$ cat config.mk
export PLATFORM = sky130hd
export DESIGN_NAME = fanout_broadcast_ctrl
export DESIGN_NICKNAME = d
export VERILOG_FILES = /design/src/rtl/fanout_pkg.sv /design/src/rtl/fanout_pol_stage.sv /design/src/rtl/fanout_broadcast_ctrl.sv
export SDC_FILE = /design/constraint.sdc
export NUM_CORES = 1
export LEC_CHECK = 0
export CAP_MARGIN = 20
export CORE_ASPECT_RATIO = 0.6
export CORE_MARGIN = 2
export CORE_UTILIZATION = 35
export CTS_CLUSTER_SIZE = 28
export DETAILED_ROUTE_END_ITERATION = 7
export PLACE_DENSITY = 0.91
export SYNTH_ARGS = -nofsm -noshare
export SYNTH_HDL_FRONTEND = slang
export SYNTH_SLANG_ARGS = --single-unit
$ cat constraint.sdc
create_clock -name clk -period 3.17 [get_ports clk]
set_input_delay 0.4755 -clock clk [delete_from_list [all_inputs] [get_ports clk]]
set_output_delay 0.4755 -clock clk [all_outputs]
set_load 0.005 [all_outputs]
$ cat src/rtl/fanout_pkg.sv
// Shared definitions for the fan-out broadcast controller and its polarity stages.
// Latency: n/a (types, constants and a helper function only).
// Backpressure: n/a.
//
// Contents: FSM state encoding, default data width / consumer count,
// broadcast-counter width and the pending-clear helper.
package fanout_pkg;

  // Controller FSM encoding. Kept as plain constants so older tools and
  // netlists see a stable one-bit state register.
  localparam logic [0:0] ST_IDLE  = 1'b0;
  localparam logic [0:0] ST_BCAST = 1'b1;

  // Default geometry of the fan-out.
  localparam int DEF_WIDTH = 8;
  localparam int DEF_N_OUT = 3;

  // Width of the completed-broadcast counter (and of its output port).
  localparam int CNT_W = 16;

  // Pending bits that survive a cycle: a consumer drops out of the pending
  // set on the edge where it both holds valid and sees ready.
  function automatic logic [15:0] pend_next(input logic [15:0] pending,
                                            input logic [15:0] ready);
    pend_next = pending & ~ready;
  endfunction

endpackage

$ cat src/rtl/fanout_pol_stage.sv
// Per-consumer polarity stage: drives the held word either straight through or inverted.
// Latency: 0 cycles (purely combinational).
// Backpressure: none; it carries data only, handshakes live in the controller.
//
// Ports:
//   din   in  WIDTH  held broadcast word
//   dout  out WIDTH  word as seen by this consumer (buf when INV=0, not when INV=1)
module fanout_pol_stage #(
  parameter int WIDTH = 8,
  parameter bit INV   = 1'b0
) (
  input  logic [WIDTH-1:0] din,
  output logic [WIDTH-1:0] dout
);

  // INV is an elaboration constant, so only one of the two paths survives.
  if (INV) begin : g_not
    assign dout = ~din;
  end else begin : g_buf
    assign dout = din;
  end

endmodule

$ cat src/rtl/fanout_broadcast_ctrl.sv
// Broadcasts one producer word to N_OUT consumers, each with a fixed buf/not polarity.
// Latency: word captured at edge t is offered to consumers from edge t; 1 word/clk sustained.
// Backpressure: producer stalls until every enabled consumer has accepted the current word.
//
// Ports:
//   clk, rst     single rising-edge clock; asynchronous active-high reset
//   in_valid/in_ready/in_data    producer handshake and word
//   out_en       consumer enable mask, sampled only when a word is captured
//   out_valid/out_ready          per-consumer handshake
//   out_data     consumer i on bits [i*WIDTH +: WIDTH]
//   bcast_cnt    completed-broadcast count
//
// Build option: define FANOUT_BCAST_CNT_EN to implement bcast_cnt as a
// wrapping counter of completed broadcasts; otherwise it is tied to zero and
// no counter flops exist.
module fanout_broadcast_ctrl
  import fanout_pkg::*;
#(
  parameter int               WIDTH    = DEF_WIDTH,
  parameter int               N_OUT    = DEF_N_OUT,
  parameter logic [N_OUT-1:0] INV_MASK = 3'b001
) (
  input  logic                   clk,
  input  logic                   rst,
  input  logic                   in_valid,
  output logic                   in_ready,
  input  logic [WIDTH-1:0]       in_data,
  input  logic [N_OUT-1:0]       out_en,
  output logic [N_OUT-1:0]       out_valid,
  input  logic [N_OUT-1:0]       out_ready,
  output logic [N_OUT*WIDTH-1:0] out_data,
  output logic [CNT_W-1:0]       bcast_cnt
);

  logic [0:0]       state_q;
  logic [WIDTH-1:0] hold_q;
  logic [N_OUT-1:0] pending_q;

  logic             in_idle;
  logic             complete;
  logic             capture;
  logic [N_OUT-1:0] pending_left;
  logic [15:0]      pend_wide;

  // Pending consumers that are not accepting this cycle. The helper works on
  // a 16-bit view, which covers the full legal N_OUT range.
  assign pend_wide    = pend_next(16'(pending_q), 16'(out_ready));
  assign pending_left = pend_wide[N_OUT-1:0];

  assign in_idle = (state_q == ST_IDLE);

  // Completion: we are broadcasting and every still-pending consumer is
  // taking the word on this edge. pending_q is never zero in BCAST.
  assign complete = (state_q == ST_BCAST) && (pending_left == '0);

  // Producer is released in IDLE or on the completion cycle, which lets a new
  // word ride the same edge as the last acceptance. Forced low during reset.
  assign in_ready = !rst && (in_idle || complete);
  assign capture  = in_valid && in_ready;

  assign out_valid = pending_q;

  always_ff @(posedge clk or posedge rst) begin
    if (rst) begin
      state_q   <= ST_IDLE;
      hold_q    <= '0;
      pending_q <= '0;
    end else if (capture) begin
      // A word with an empty enable mask is swallowed: it updates hold but
      // leaves nothing pending, so the FSM stays (or falls back) in IDLE.
      hold_q    <= in_data;
      pending_q <= out_en;
      state_q   <= (out_en != '0) ? ST_BCAST : ST_IDLE;
    end else if (state_q == ST_BCAST) begin
      // Accepted consumers drop out and stay out until the next capture.
      pending_q <= pending_left;
      if (complete) begin
        state_q <= ST_IDLE;
      end
    end
  end

  // Per-consumer polarity selection.
  for (genvar i = 0; i < N_OUT; i++) begin : g_pol
    fanout_pol_stage #(
      .WIDTH (WIDTH),
      .INV   (INV_MASK[i])
    ) u_pol (
      .din  (hold_q),
      .dout (out_data[i*WIDTH +: WIDTH])
    );
  end

`ifdef FANOUT_BCAST_CNT_EN
  logic [CNT_W-1:0] cnt_q;

  // Counts completion edges only; swallowed words never enter BCAST and so
  // are never counted. Natural wrap at all-ones.
  always_ff @(posedge clk or posedge rst) begin
    if (rst) begin
      cnt_q <= '0;
    end else if (complete) begin
      cnt_q <= cnt_q + 1'b1;
    end
  end

  assign bcast_cnt = cnt_q;
`else
  assign bcast_cnt = '0;
`endif

endmodule

==> impl_metrics.json <==
{
  "final_hold_viol_count": 0,
  "die_width_um": 65.17,
  "ys_seq_area_share_pct": 38.22,
  "drt-total-wl_mm": 1.543,
  "hold_path.class": "flip-flop to flip-flop",
  "whs_ns": 0.5273,
  "fin_crit_sh_pct": 76.87,
  "synth-async-reset-ratio_pct": 100.0,
  "grt_pass1_vias": 534,
  "setup.worst_path.class": "input pin to output port",
  "drc": 0,
  "peakVddDrop_v": 0.0002522,
  "netlist_instances": 76,
  "synth_edf_count": 0,
  "cts.sinks": 12,
  "dp_hpwl_mm": 1.239,
  "cp-end-kind": "output port",
  "path_clk_slew_ns": 0.05,
  "ys_top_cells_by_count": "24 x buf_4, 12 x dfrtp_1, 11 x inv_1",
  "grt_max_degree": 14,
  "fp.dieH_um": 40.70,
  "initial_core_util_pct": 36.60,
  "crit_top_cell": "clkdlybuf4s50_1",
  "power_density_mw_per_mm2": 538.2,
  "cts_post_setup_buffers_inserted": 0,
  "path_max_fanout": 4,
  "fmax_ghz": 0.4104,
  "fin_tns_setup_ns": 0,
  "synth_ff_type": "dfrtp_1",
  "antenna_found_initial": 0,
  "synth_warnings": 0,
  "fin_nets": 134,
  "synth_top_area_share_pct": 38.22,
  "cp_slowest_cell": "clkdlybuf4s50_1",
  "syn_area_um2": 785.8,
  "clk_path_buf_depth": 2,
  "synth_most_common_cell": "buf_4",
  "setup_slack_ns": 0.7333,
  "synthMuxAreaShare_pct": 15.29,
  "rsz0062_at_grt": "no",
  "status": "complete, no violations",
  "diodes": 0,
  "drive_gt1_share_pct": 13.91,
  "synthTopCellsByArea": "dfrtp_1 38%, buf_4 23%, mux2_4 15%, inv_1 5.3%, nand3_1 3.2%",
  "p_leak_nw": 0.5751,
  "place_ws_ns": 0.7329,
  "cts_root_buffer": "clkbuf_8",
  "yosys.area_share.simple_pct": 13.54,
  "ys_ff_latch": 12,
  "ios": 61,
  "cts_resized": 0,
  "skew_ns": 0.004490,
  "required_ns": 2.69,
  "overflow": 0,
  "rows": 13,
  "dieArea_mm2": 0.002652,
  "routed_via_density": 3.986,
  "fin_crit_ns": 2.437,
  "cts_made_buffers": 3,
  "vias": 578,
  "synth_top_family_by_area": "buffers and inverters",
  "clock_latency_ns": 0.24,
  "drt-wirelength-per-cell_um": 10.64,
  "portBuffers": 44,
  "holdBufCountCts": 0,
  "dr.pass1.iters": 4,
  "path_cells": "clkdlybuf4s50_1, nor2b_4, o21ai_4, and3_2, clkdlybuf4s50_1",
  "report.final.setup_viol": 0,
  "synthAdderAreaFrac_pct": 0,
  "avgSynthCellArea_um2": 10.34,
  "gp_congestion": 0.7711,
  "slowest_delay_ns": 0.53,
  "path_buf_inv": 2,
  "cap_violations": 0,
  "drtIter0Drc": 8,
  "fillers": 207,
  "area_growth_pct": 51.27,
  "crit_arrival_ns": 1.96,
  "coreArea_mm2": 0.002147,
  "slew_viol_final": 0,
  "htreeDepth": 1,
  "worst_setup_path_start_kind": "input pin",
  "grt_util_all_layers_pct": 12.40,
  "crit_family": "buffers and inverters",
  "synth_xor_xnor_area_share_pct": 0,
  "fin_area_mm2": 0.001189,
  "cts_tree": "done",
  "drt.antenna.violating_nets": 0,
  "synth_compound_area_share_pct": 4.299,
  "ys_types": 17,
  "fin_util_pct": 55.36,
  "yosysTopAreaCell": "dfrtp_1",
  "placed_cell_area_mm2": 0.001147,
  "grt_first_pass_wirelength_mm": 2.373
}
-- sequential cells by signal, indices dropped and copies added, names as in the netlist --
| name | flops |
|---|---|
| state_q | 1 |
| hold_q | 8 |
| out_valid | 3 |
-- routing by layer --
metal | wire length, µm | share of wire (%) | global-route usage [%] | vias up
met3 | 186 | 12 | 6.593 | 0
li1 | - | - | - | 277
met5 | 0 | 0 | 0 | -
met1 | 645 | 42 | 14.31 | 262
met2 | 711 | 46 | 21.68 | 39
met4 | 0 | 0 | 1.563 | 0
-- worst min-delay path, stage by stage, from the launching register on --
cell     delay, ns
dfrtp_1       0.36
nand3_1       0.07
o21ai_0       0.06
-- worst paths after layout --
path,start,to,slack (ns),depth (start not counted)
setup reg to reg,out_valid[1]$_DFFE_PP0P_,hold_q[0]$_DFFE_PP0P_,1.76,4
hold reg to reg,out_valid[1]$_DFFE_PP0P_,out_valid[1]$_DFFE_PP0P_,0.53,2
min in group asynchronous,rst,out_valid[0]$_DFFE_PP0P_,0.55,3
setup / recovery,out_ready[2],in_ready,0.73,5
hold / removal,out_valid[1]$_DFFE_PP0P_,out_valid[1]$_DFFE_PP0P_,0.53,2
max in group asynchronous,rst,hold_q[3]$_DFFE_PP0P_,2.45,3
-- through the flow --
step                total power [mW]  cells
floorplan                     0.3596     91
global placement              0.5008    142
detailed placement            0.5077    142
CTS                           0.6466    145
global route                  0.6830    145
finish                        0.6397    145
-- power breakdown --
group	internal (mW)	switching, mW
combinational	0.201	0.0788
sequential	0.188	0.0346
clock	0.0836	0.0539
total	0.472	0.167
-- logic make-up after synthesis --
logic type / Yosys count
flops: 12
compound gates: 4
buf+inv: 35
mux: 8
other cells: 1
simple gates: 16
-- placed cells by master, fill, tap and decap left out, drive strengths merged --
master	n
o21ai	3
nand3b	1
clkdlybuf4s50	44
nand2	4
nand2b	1
buf	1
clkbuf	3
nor2b	2
nand3	6
conb	16
and3	1
dfrtp	12
mux2	8
inv	11
and2b	1
o31ai	1
-- cell type report --
cell class	count	area, µm²	area share [%]
multi-input cells	44	320.3	26.95
well taps	30	37.54	3.158
clock buffers	3	41.29	3.474
repair buffers	45	447.9	37.68
inverters	11	41.29	3.474
flip-flops and latches	12	300.3	25.26
Note: power is estimated with default switching activity, not from simulation.
